[src/rtl/fpu_pkg.sv]
// Shared FPU definitions: IEEE-754 single layout, canonical constants and flag vector.
package fpu_pkg;

  localparam int unsigned FLAG_W         = 4;
  localparam int unsigned FLAG_INVALID   = 0;
  localparam int unsigned FLAG_OVERFLOW  = 1;
  localparam int unsigned FLAG_UNDERFLOW = 2;
  localparam int unsigned FLAG_ZERO      = 3;

  localparam int unsigned EXP_W = 8;
  localparam int unsigned MAN_W = 23;

  localparam logic [31:0]      QNAN    = 32'h7FC0_0000;
  localparam logic [EXP_W-1:0] EXP_MAX = 8'hFF;

  typedef logic [FLAG_W-1:0] fp_flags_t;

  typedef struct packed {
    logic             sign;
    logic [EXP_W-1:0] exp;
    logic [MAN_W-1:0] man;
  } fp32_t;

endpackage

[src/rtl/fp_operand_classify.sv]
// Classifies one single-precision operand; denormals are flushed and reported as zero.
module fp_operand_classify
  import fpu_pkg::*;
(
  input  logic [31:0] operand,
  input  logic        negate,
  output logic        is_nan,
  output logic        is_inf,
  output logic        is_zero,
  output logic        sign
);

  fp32_t v;

  assign v       = fp32_t'(operand);
  assign is_nan  = (v.exp == EXP_MAX) && (v.man != '0);
  assign is_inf  = (v.exp == EXP_MAX) && (v.man == '0);
  assign is_zero = (v.exp == '0);
  assign sign    = v.sign ^ negate;

endmodule

[src/rtl/fp_addsub_result_stage.sv]
// Registered correction stage behind an FP add/sub datapath: fixes special cases,
// detects exponent wrap, and keeps sticky flags plus a transfer counter.
module fp_addsub_result_stage
  import fpu_pkg::*;
(
  input  logic        clk,
  input  logic        rst_n,
  input  logic        in_valid,
  output logic        in_ready,
  input  logic        in_op,
  input  logic [31:0] in_a,
  input  logic [31:0] in_b,
  input  logic [31:0] in_raw,
  output logic        out_valid,
  input  logic        out_ready,
  output logic [31:0] out_result,
  output logic [3:0]  out_flags,
  output logic [3:0]  sticky_flags,
  input  logic        flags_clr,
  output logic [15:0] result_count
);

  logic a_nan, a_inf, a_zero, a_sign;
  logic b_nan, b_inf, b_zero, b_sign;

  fp_operand_classify u_class_a (
    .operand (in_a),
    .negate  (1'b0),
    .is_nan  (a_nan),
    .is_inf  (a_inf),
    .is_zero (a_zero),
    .sign    (a_sign)
  );

  fp_operand_classify u_class_b (
    .operand (in_b),
    .negate  (in_op),
    .is_nan  (b_nan),
    .is_inf  (b_inf),
    .is_zero (b_zero),
    .sign    (b_sign)
  );

  fp32_t            a, b, raw, res;
  fp_flags_t        flags;
  logic [EXP_W-1:0] max_exp;
  logic             same_sign;
  logic             accept, xfer;

  assign a         = fp32_t'(in_a);
  assign b         = fp32_t'(in_b);
  assign raw       = fp32_t'(in_raw);
  assign max_exp   = (a.exp > b.exp) ? a.exp : b.exp;
  assign same_sign = (a_sign == b_sign);

  assign in_ready = rst_n && (!out_valid || out_ready);
  assign accept   = in_valid && in_ready;
  assign xfer     = out_valid && out_ready;

  // Result correction in priority order; the zero flag is derived from whatever wins.
  always_comb begin
    res   = raw;
    flags = '0;
    if (a_nan || b_nan) begin
      res                 = fp32_t'(QNAN);
      flags[FLAG_INVALID] = 1'b1;
    end else if (a_inf && b_inf && !same_sign) begin
      res                 = fp32_t'(QNAN);
      flags[FLAG_INVALID] = 1'b1;
    end else if (a_inf) begin
      res = '{sign: a_sign, exp: EXP_MAX, man: '0};
    end else if (b_inf) begin
      res = '{sign: b_sign, exp: EXP_MAX, man: '0};
    end else if (a_zero && b_zero) begin
      res = '{sign: a_sign & b_sign, exp: '0, man: '0};
    end else if (a_zero) begin
      res = '{sign: b_sign, exp: b.exp, man: b.man};
    end else if (b_zero) begin
      res = '{sign: a_sign, exp: a.exp, man: a.man};
    end else if ((raw.exp == EXP_MAX) || (same_sign && (raw.exp < max_exp))) begin
      res                  = '{sign: same_sign ? a_sign : raw.sign, exp: EXP_MAX, man: '0};
      flags[FLAG_OVERFLOW] = 1'b1;
    end else if (((raw.exp == '0) && (raw.man != '0)) || (!same_sign && (raw.exp > max_exp))) begin
      res                   = '{sign: raw.sign, exp: '0, man: '0};
      flags[FLAG_UNDERFLOW] = 1'b1;
    end
    flags[FLAG_ZERO] = ({res.exp, res.man} == '0);
  end

  always_ff @(posedge clk) begin
    if (!rst_n) begin
      out_valid    <= 1'b0;
      out_result   <= '0;
      out_flags    <= '0;
      sticky_flags <= '0;
      result_count <= '0;
    end else begin
      if (accept) begin
        out_valid  <= 1'b1;
        out_result <= 32'(res);
        out_flags  <= flags;
      end else if (xfer) begin
        out_valid <= 1'b0;
      end
      // A clear coinciding with a transfer keeps the flags of that transfer.
      if (xfer) begin
        result_count <= result_count + 16'd1;
        sticky_flags <= flags_clr ? out_flags : (sticky_flags | out_flags);
      end else if (flags_clr) begin
        sticky_flags <= '0;
      end
    end
  end

endmodule

[config.mk]
export PLATFORM = sky130hd
export DESIGN_NAME = fp_addsub_result_stage
export DESIGN_NICKNAME = d
export VERILOG_FILES = /design/src/rtl/fpu_pkg.sv /design/src/rtl/fp_operand_classify.sv /design/src/rtl/fp_addsub_result_stage.sv
export SDC_FILE = /design/constraint.sdc
export NUM_CORES = 1
export LEC_CHECK = 0
export BUFFER_PORTS_ARGS = -buffer_cell sky130_fd_sc_hd__buf_2
export CORE_UTILIZATION = 38
export DETAILED_ROUTE_END_ITERATION = 7
export PLACE_DENSITY = 0.68
export SYNTH_ARGS = -nofsm -noshare
export SYNTH_HDL_FRONTEND = slang
export SYNTH_HIERARCHICAL = 1
export SYNTH_SLANG_ARGS = --single-unit
[constraint.sdc]
create_clock -name clk -period 4.83 [get_ports clk]
set_input_delay 0.483 -clock clk [delete_from_list [all_inputs] [get_ports clk]]
set_output_delay 0.483 -clock clk [all_outputs]
set_load 0.02 [all_outputs]
==> out/qor.yml, run 1 <==
status: "finished, final reports clean"
synth_top_cell_by_area: "dfxtp_1"
antenna_found_initial: 0
dieArea_um2: 10770
grt_max_degree: 38
postCtsSetupBuffers: 0
finalWorstSetupSlack_ns: 0.3922
clkTransAtPathRegs_ns: 0.07
synthTopCellsByCount: "dfxtp_1, nand2_1, a21oi_1, o21ai_0, clkbuf_1"
pwr-share-seq: 0.370
r2r_cells: 10
grt_pass1_wl_um: 22940
r2r_end: "out_flags[3]"
synth_flop_cell: "dfxtp_1"
slew_headroom: 0.3124
drc: 0
slowest_stage: "a221oi_1"
critPathMaxFanout: 12
final_layout_size_suffix_gt1_frac: 0.3057
placementRows: 36
async_reset_ff_frac: 0
placed_cells: 769
dp_slack_ns: 0.1630
cts-root-buf: "clkbuf_8"
num_antenna_cells: 0
intPower_uw: 920.5
synth_area_leaders: "dfxtp_1, ha_1, a21oi_1"
crit_chain: "buf_2, inv_1, ha_1, nor2b_1, o21a_1, o21ai_0, nand2b_1, a21oi_1, o21ai_0, o21ai_0, buf_4, nor2_1, a21oi_1, ha_1, a211o_1, a21oi_2, a311oi_4, and2_4, a221oi_1, o32ai_1, o41a_1, a31oi_1"
power_frac_comb: 0.327
synth_edf_count: 0
hold_depth: 3
synth.avg_cell_area_um2: 7.968
cp.buffers_inverters: 3
synth_fp_nets: 614
p_sw_frac: 0.3492
fin_area_um2: 5055
initial_core_util: 0.3972
path_common_cell: "o21ai_0"
grt_pass1_vias: 4474
cts_tree: "built"
portBuffers: 159
yosysSeqAreaShare: 0.2899
die_w_um: 103.8
startpoint: "in_b[24]"
p_leak_uw: 0.002292
crit_type: "in -> reg"
cp_slowest_stage_delay_ns: 0.45
cp.required_ns: 5.08
overflow: 0
rsz0062_at_grt: "false"
ios: 160
critPathLaunchType: "input pin"
tightest_slew_ns: 1.028
drt_iter0_markers: 376
crit_end: "out_flags[3]"
post-dp-hpwl_um: 11450
vias: 4678
design.core.area_um2: 9910
yosys_warnings: 6
gp_congestion: 0.9594
hp-class: "in -> reg"
final-instance-count-excl-fill: 784
grtUsageTotal: 0.2638
clockBufferDepth: 2
finalSetupViolCount: 0
slew_viol_final: 0
drv_cap: 0
powerDensity_nw_per_um2: 279.8
htree_num_levels: 3
r2r_slack_ns: 2.58
die_y_um: 103.8
cts_buffers: 9
cts_resized: 0
power.net_switching_uw: 493.8
routedWlPerCell_um: 18.38
ys_seq_elements: 57
syn_area_um2: 3936
synthToLayoutAreaGrowth_pct: 28.42
viasPerCell: 5.967
p_clk_frac: 0.304
clk_latency_ns: 0.33
synth_cell_types: 61
route.antenna.remaining_nets: 0
cp-end-kind: "flip-flop"
yosysMostFrequentCell: "dfxtp_1"
hold_viol_final: 0
clock_skew_ns: 0.009192
yosysTopAreaCellShare: 0.2899
timing.final.crit_period_ns: 4.438
drtPass1Iterations: 5
cts_hold_buffers: 0
fin_nets: 767
cp.depth: 22
synth_cells: 494
fin_tns_setup_ns: 0
p_total_uw: 1414
worstPathArrival_ns: 4.69
clock-sinks: 57
wl_um: 14410
clock.fmax_mhz: 225.3
crit_family: "compound AO/OA/AOI/OAI gates"
ir_drop_mv: 0.1649
r2r-start: "out_valid"
period_share: 0.9188
postPlaceCellArea_um2: 4871
kinds of logic (layout without fill, tap and decap cells):
logic type | after synthesis | in the layout | synth area share
AND/OR/NAND/NOR | 188 | 188 | 0.2540
adder cells (fa/ha/maj) | 18 | 18 | 0.05722
buffers and inverters | 46 | 203 | 0.04641
multiplexers | 7 | 7 | 0.01812
XOR/XNOR | 11 | 11 | 0.02448
AO/OA/AOI/OAI | 166 | 166 | 0.3090
flip-flops | 57 | 57 | 0.2899
other | 1 | 1 | 0.0009527
cell usage in the layout, fill, tap and decap left out, types with 5 or more instances in the layout:
master,instances
a22o_1,12
and3_1,6
xnor2_1,8
nand3_1,21
a221o_1,6
or3_1,7
a21boi_0,8
a21o_1,5
or4_1,7
nor4_1,20
buf_4,11
nor2_1,22
nand4_1,14
buf_2,159
o21ai_0,32
nor2b_1,13
nand2b_1,8
inv_1,17
ha_1,18
nor3_1,5
mux2i_1,6
nand2_1,42
o22ai_1,5
clkbuf_8,9
a2bb2oi_1,8
a31oi_1,11
and2_1,13
a32o_1,7
dfxtp_1,57
a21oi_1,32
sequential cells by signal, summed over array words and instances (netlist names):
signal	cells
sticky_flags	4
out_flags	4
result_count	16
out_result	32
out_valid	1
power by group through the flow:
stage               sequential, uW  clock (uW)  combinational, uW
floorplan                      570           0                238
global placement               533           0                446
detailed placement             533           0                450
CTS                            523         439                451
global route                   526         465                496
finish                         523         430                462
worst register-to-register path, cell delays in order (launching register included):
cell and delay (ns):
dfxtp_1 0.32, nand2b_1 0.09, and2_1 0.16, nand2_1 0.06, buf_4 0.21, a211oi_1 0.25, o221ai_1 0.18, a211oi_1 0.24
nand4_1 0.15, o41a_1 0.39, a31oi_1 0.13
worst min-delay path by stage:
| stage | from | end |
|---|---|---|
| after floorplan | out_result[0] | out_result[0] |
| after global placement | out_result[6] | out_result[6] |
| after detailed placement | out_result[6] | out_result[6] |
| after CTS | in_valid | out_valid |
| after global routing | in_valid | out_valid |
| final | in_valid | out_valid |
area by class of cell:
cell class	count	area (um2)
Tap cell	133	166.4
Clock inverter	6	60.06
Clock buffer	9	123.9
Multi-Input combinational cell	391	2618
Fill cell	1004	4855
Sequential cell	57	1141
Inverter	18	67.56
Timing Repair Buffer	170	878.3
metrics by stage:
step             util  hold slack (ns)
6_report       0.5101           0.4275
2_1_floorplan       -           0.5318
3_5_place_dp   0.4915           0.4438
4_1_cts        0.5101           0.4120
5_1_grt        0.5101           0.4162
3_3_place_gp   0.4915           0.4476
metal layers:
| layer | wire length, um | part of all wire | track usage | up-vias |
|---|---|---|---|---|
| li1 | - | - | - | 2195 |
| met1 | 6571 | 0.46 | 0.3640 | 2202 |
| met2 | 6393 | 0.44 | 0.4128 | 259 |
| met3 | 1229 | 0.085 | 0.06230 | 22 |
| met4 | 218 | 0.015 | 0.06531 | 0 |
| met5 | 0 | 0 | 0 | - |
(Power assumes the default switching activity.)
==> inputs of run 2 (changes only) <==
--- a/config.mk
+++ b/config.mk
@@ -6,9 +6,11 @@
 export NUM_CORES = 1
 export LEC_CHECK = 0
 export BUFFER_PORTS_ARGS = -buffer_cell sky130_fd_sc_hd__buf_2
-export CORE_UTILIZATION = 38
+export CELL_PAD_IN_SITES_DETAIL_PLACEMENT = 1
+export CELL_PAD_IN_SITES_GLOBAL_PLACEMENT = 1
+export CORE_UTILIZATION = 35
 export DETAILED_ROUTE_END_ITERATION = 7
-export PLACE_DENSITY = 0.68
+export PLACE_DENSITY = 0.85
 export SYNTH_ARGS = -nofsm -noshare
 export SYNTH_HDL_FRONTEND = slang
 export SYNTH_HIERARCHICAL = 1
==> out/qor.yml, run 2 (synthesis results as in run 1) <==
postPlaceCellArea_um2: 4887  # +0.33%
mostFrequentLayoutCell: "buf_2"
intPower_uw: 956.5  # +3.9%
fin_util: 0.4684  # -0.04170
final_cell_mix: "buf_2, dfxtp_1, nand2_1"
grtUsageTotal: 0.2818  # +0.01804
clock_skew_ns: 0.008911  # -0.0002812 ns
initial_core_util: 0.3615  # -0.03570
final-instance-count-excl-fill: 793  # +1.1%
ios: 160  # unchanged
fin_area_um2: 5100  # +0.89%
drv_cap: 0  # unchanged
drc: 0  # unchanged
grt_max_degree: 38  # unchanged
critPathMaxFanout: 12  # unchanged
worstPathArrival_ns: 4.87  # +0.18 ns
fin_tns_setup_ns: 0  # unchanged
htree_num_levels: 3  # unchanged
die_w_um: 108.1  # +4.1%
p_clk_frac: 0.319  # +0.015
placed_cells: 777  # +1.0%
cts-root-buf: "clkbuf_8"
post-dp-hpwl_um: 13020  # +14%
fin_nets: 768  # +0.13%
wl_um: 16220  # +13%
hold_viol_final: 0  # unchanged
largestRegisters: "out_result: 32 flops, result_count: 16 flops"
cts_buffers: 9  # unchanged
finalSetupViolCount: 0  # unchanged
drt_iter0_markers: 320  # -15%
ir_drop_mv: 0.1583  # -4.0%
grt_pass1_wl_um: 25230  # +10%
crit_chain: "buf_2, inv_1, ha_1, nor2b_1, o21a_1, o21ai_0, nand2b_1, a21oi_1, o21ai_0, o21ai_0, buf_4, mux2i_1, ha_1, nand4_1, o21ai_0, a21o_1, o22a_1, buf_4, a31oi_1, o22ai_1, nor4_1, nand3_1, a31oi_1"
design.core.area_um2: 10890  # +9.9%
viasPerCell: 5.977  # +0.18%
regMostFlops: "out_result"
tightest_slew_ns: 1.004  # -0.02358 ns
pwr-share-seq: 0.355  # -0.015
num_antenna_cells: 0  # unchanged
cp_slowest_stage_delay_ns: 0.38  # -0.07 ns
p_sw_frac: 0.3499  # +0.0007723
path_common_cell: "o21ai_0"
cp.buffers_inverters: 4  # +1
slowest_stage: "o22a_1"
cts_tree: "built"
status: "finished, final reports clean"
antenna_found_initial: 0  # unchanged
power.net_switching_uw: 514.9  # +4.3%
drtPass1Iterations: 5  # unchanged
clock-sinks: 57  # unchanged
rsz0062_at_grt: "false"
placementRows: 38  # +5.6%
crit_family: "compound AO/OA/AOI/OAI gates"
cp.required_ns: 5.10  # +0.02 ns
powerDensity_nw_per_um2: 288.5  # +3.1%
clk_latency_ns: 0.34  # about the same
slew_headroom: 0.3282  # +0.01578
hold_ws_ns: 0.4097  # -0.01774 ns
overflow: 0  # unchanged
slew_viol_final: 0  # unchanged
vias: 4740  # +1.3%
synthToLayoutAreaGrowth_pct: 29.56
largest_reg_flops: 32  # unchanged
cts_hold_buffers: 0  # unchanged
dieArea_um2: 11670  # +8.4%
critPathLaunchType: "input pin"
p_leak_uw: 0.002309  # +0.74%
route.antenna.remaining_nets: 0  # unchanged
portBuffers: 159  # unchanged
clock.fmax_mhz: 217.4  # -3.5%
period_share: 0.9524  # +0.03364
hp-class: "in -> reg"
grt_pass1_vias: 4832  # +8.0%
crit_type: "in -> reg"
gp_congestion: 0.9914  # +3.3%
cp-end-kind: "flip-flop"
routedWlPerCell_um: 20.45  # +11%
die_y_um: 108.1  # +4.1%
clockBufferDepth: 2  # unchanged
power_frac_comb: 0.326  # about the same
clkTransAtPathRegs_ns: 0.07  # about the same
final_layout_size_suffix_gt1_frac: 0.3078  # +0.002127
timing.final.crit_period_ns: 4.600  # +0.1625 ns
[run 2: cell count changes in the layout (fill, tap and decap cells not counted)]
cell,change
a31oi_1,-1
clkinvlp_4,-1
buf_4,+1
clkinv_2,-2
clkinv_4,+1
clkbuf_1,+1
clkbuf_8,+2
a31oi_2,+1
[run 2: area by class of cell]
| type | count | area [um2] |
|---|---|---|
| multi-input cells | 391 | 2624 |
| fillers | 1422 | 5788 |
| clock inverters | 4 | 51.30 |
| clock buffers | 12 | 155.1 |
| well taps | 140 | 175.2 |
| flip-flops and latches | 57 | 1141 |
| repair buffers | 171 | 885.9 |
| inverters | 18 | 67.56 |
[run 2: through the flow]
stage | setup WS [ns] | power (uW)
CTS | 0.3399 | 1473
global placement | 0.1807 | 984.2
floorplan | 0.5488 | 807.6
detailed placement | 0.007724 | 1001
finish | 0.2297 | 1471
global route | 0.0003526 | 1538
[run 2: final timing paths]
check / startpoint / endpoint / slack, ns / cells after the start
worst max-delay path: in_b[24] / out_flags[3] / 0.23 / 23
worst min-delay path: in_valid / out_valid / 0.41 / 3
worst max register to register: out_valid / out_flags[3] / 2.50 / 10
worst min register to register: out_result[12] / out_result[12] / 0.45 / 2
[run 2: power groups by stage]
stage	combinational (uW)	sequential (uW)	clock [uW]
floorplan	238	570	0
global placement	452	532	0
detailed placement	468	533	0
CTS	470	523	480
global route	512	527	499
finish	479	523	470
[run 2: layer usage]
layer | up-vias | share of wire | global-route usage
met5 | - | 0 | 0
met2 | 255 | 0.46 | 0.4563
met3 | 48 | 0.077 | 0.06811
met1 | 2239 | 0.42 | 0.3497
li1 | 2198 | - | -
met4 | 0 | 0.039 | 0.1341
[run 2: timing repair]
item                       in CTS  in global routing
setup buffers                   0                  0
setup endpoints to repair       0                  1
gates resized for setup         0                  1
[run 2: worst reg2reg max path, delay by kind of cell (launching register included)]
kind                   cells  cell delay, ns
AND/OR/NAND/NOR            4            0.50
flip-flops                 1            0.33
buffers and inverters      1            0.21
AO/OA/AOI/OAI              5            1.23
==> inputs of run 3 (changes only) <==
--- a/config.mk
+++ b/config.mk
@@ -8,9 +8,10 @@
 export BUFFER_PORTS_ARGS = -buffer_cell sky130_fd_sc_hd__buf_2
 export CELL_PAD_IN_SITES_DETAIL_PLACEMENT = 1
 export CELL_PAD_IN_SITES_GLOBAL_PLACEMENT = 1
-export CORE_UTILIZATION = 35
+export CORE_MARGIN = 4
+export CORE_UTILIZATION = 31
 export DETAILED_ROUTE_END_ITERATION = 7
-export PLACE_DENSITY = 0.85
+export PLACE_DENSITY = 0.8
 export SYNTH_ARGS = -nofsm -noshare
 export SYNTH_HDL_FRONTEND = slang
 export SYNTH_HIERARCHICAL = 1
==> constraint.sdc (replaced) <==
create_clock -name clk -period 3.7 [get_ports clk]
set_input_delay 0.37 -clock clk [delete_from_list [all_inputs] [get_ports clk]]
set_output_delay 0.37 -clock clk [all_outputs]
set_load 0.02 [all_outputs]
==> out/qor.yml, run 3 (synthesis results as in run 1) <==
status: "finished with violations"
violations: "negative setup slack"
p_total_uw: 2362  # +61%
r2r_slack_ns: 1.56  # -0.94 ns
drv_cap: 0  # unchanged
cts-root-buf: "clkbuf_16"
htree_num_levels: 3  # unchanged
route.antenna.remaining_nets: 0  # unchanged
rsz0062_at_grt: "true"
finalWorstSetupSlack_ns: -0.2666  # -0.4964 ns
final_cell_mix: "buf_2, buf_4, dfxtp_1"
cp.required_ns: 3.95  # -1.15 ns
crit_type: "in -> reg"
cp.buffers_inverters: 4  # unchanged
grtUsageTotal: 0.2492  # -0.03264
grt_pass1_wl_um: 28950  # +15%
cp_slowest_stage_delay_ns: 0.30  # -0.08 ns
placementRows: 40  # +5.3%
seqCellArea_um2: 1141  # unchanged
dp_slack_ns: -0.7925  # -0.8002 ns
portBuffers: 159  # unchanged
slew_viol_final: 0  # unchanged
largestRegisters: "out_result: 32 flops, result_count: 16 flops"
vias: 5109  # +7.8%
die_w_um: 120.7  # +12%
dieArea_um2: 14560  # +25%
clockBufferDepth: 2  # unchanged
wl_um: 18410  # +13%
final_layout_size_suffix_gt1_frac: 0.4103  # +0.1025
slowest_stage: "a31oi_1"
drtPass1Iterations: 5  # unchanged
crit_family: "compound AO/OA/AOI/OAI gates"
crit_chain: "buf_12, inv_12, ha_4, nor2b_4, o21a_1, o21ai_1, nand2b_1, a21oi_2, o21ai_2, o21ai_4, mux2i_1, ha_1, nor2b_1, o211ai_1, a21o_1, a311oi_4, buf_6, buf_4, a31oi_1, o22ai_1, nor4_1, nand3_1, a31oi_1"
path_common_cell: "a31oi_1"
cts_tree: "built"
power.net_switching_uw: 751.0  # +46%
viasPerCell: 5.760  # -3.6%
worstPathArrival_ns: 4.21  # -0.66 ns
routedWlPerCell_um: 20.75  # +1.5%
timing.final.crit_period_ns: 3.967
cts_buffers: 9  # unchanged
clock.fmax_mhz: 252.1
design.core.area_um2: 12210  # +12%
slew_headroom: 0.5982  # +0.2700
overflow: 0  # unchanged
nFillCells: 1552  # +9.1%
hp-class: "in -> reg"
clk_latency_ns: 0.32  # -0.02 ns
pwr-share-seq: 0.290  # -0.065
drt_iter0_markers: 374  # +17%
powerDensity_nw_per_um2: 393.5  # +36%
gp_congestion: 0.9361  # -5.6%
largest_reg_flops: 32  # unchanged
grt_pass1_vias: 5433  # +12%
hold_viol_final: 0  # unchanged
die_y_um: 120.7  # +12%
power_frac_comb: 0.373  # +0.047
cts_hold_buffers: 0  # unchanged
multi_input_area_um2: 2813  # +7.2%
placed_cells: 859  # +11%
p_clk_frac: 0.338  # +0.019
regMostFlops: "out_result"
clock_skew_ns: 0.004938  # -0.003974 ns
drc: 0  # unchanged
final-instance-count-excl-fill: 887  # +12%
intPower_uw: 1611  # +68%
post-dp-hpwl_um: 14790  # +14%
critPathMaxFanout: 8  # -4
tightest_slew_ns: 0.5972  # -0.4068 ns
hold_ws_ns: 0.3407  # -0.06904 ns
finalSetupViolCount: 8  # +8
p_sw_frac: 0.3179  # -0.03200
ios: 160  # unchanged
clock-sinks: 57  # unchanged
initial_core_util: 0.3223  # -0.03919
synthToLayoutAreaGrowth_pct: 52.51
antenna_found_initial: 0  # unchanged
critPathLaunchType: "input pin"
fin_nets: 836  # +8.9%
clkTransAtPathRegs_ns: 0.05  # -0.02 ns
cp-end-kind: "flip-flop"
fin_tns_setup_ns: -1.508  # -1.508 ns
num_antenna_cells: 0  # unchanged
ir_drop_mv: 0.2140  # +35%
grt_max_degree: 37  # -2.6%
period_share: 1.072
mostFrequentLayoutCell: "buf_2"
p_leak_uw: 0.002737  # +19%
-- run 3: changes by cell type in the layout (fill, tap and decap cells not counted), moves of 4 or more --
| cell | previous run | this run |
|---|---|---|
| a2bb2oi_1 | 8 | 1 |
| a2bb2oi_2 | 0 | 7 |
| buf_12 | 0 | 5 |
| buf_4 | 12 | 71 |
| buf_6 | 0 | 5 |
| clkbuf_16 | 0 | 9 |
| clkbuf_8 | 11 | 1 |
| o21ai_0 | 32 | 20 |
| o21ai_1 | 0 | 8 |
| o21ai_2 | 0 | 4 |
-- run 3: tightest hold or removal path: cells and delay by family --
family / cells / cell delay [ns]
buf+inv: 2 / 0.18
compound gates: 1 / 0.07
-- run 3: repair_timing --
| action | CTS | global route |
|---|---|---|
| setup buffers | 7 | 6 |
| endpoints found under the setup margin | 26 | 29 |
| pin swaps | 16 | 12 |
| cloned | 1 | 0 |
| resized for setup | 19 | 32 |
-- run 3: cell type report --
class / count / share of cell area
tap: 168 / 0.03501
clock buffer: 10 / 0.03981
clock inverter: 4 / 0.007503
multi-input combinational: 392 / 0.4685
timing repair buffer: 238 / 0.2457
sequential: 57 / 0.1901
inverter: 18 / 0.01334
-- run 3: power by group through the flow --
stage | sequential (uW) | combinational (uW) | clock [uW]
after floorplan | 744 | 317 | 0
after global placement | 694 | 734 | 0
after detailed placement | 696 | 756 | 0
after CTS | 685 | 807 | 824
after global routing | 689 | 941 | 850
final | 684 | 881 | 797
-- run 3: metal layers --
metal,part of all wire,GRT usage
met5,0,0
met4,0.023,0.08286
met3,0.077,0.05566
met2,0.47,0.4094
met1,0.43,0.3230
-- run 3: worst paths after layout --
kind / from / to / cells past startpoint
max: in_b[24] / out_flags[3] / 23
min: in_valid / out_valid / 3
max reg2reg: out_valid / out_flags[3] / 9
min reg2reg: out_result[23] / out_result[23] / 2
-- run 3: through the flow --
stage / cell area (um2) / util
floorplan: 3975 / -
global placement: 5406 / 0.4427
detailed placement: 5406 / 0.4427
CTS: 5843 / 0.4785
global route: 6003 / 0.4916
finish: 6003 / 0.4916
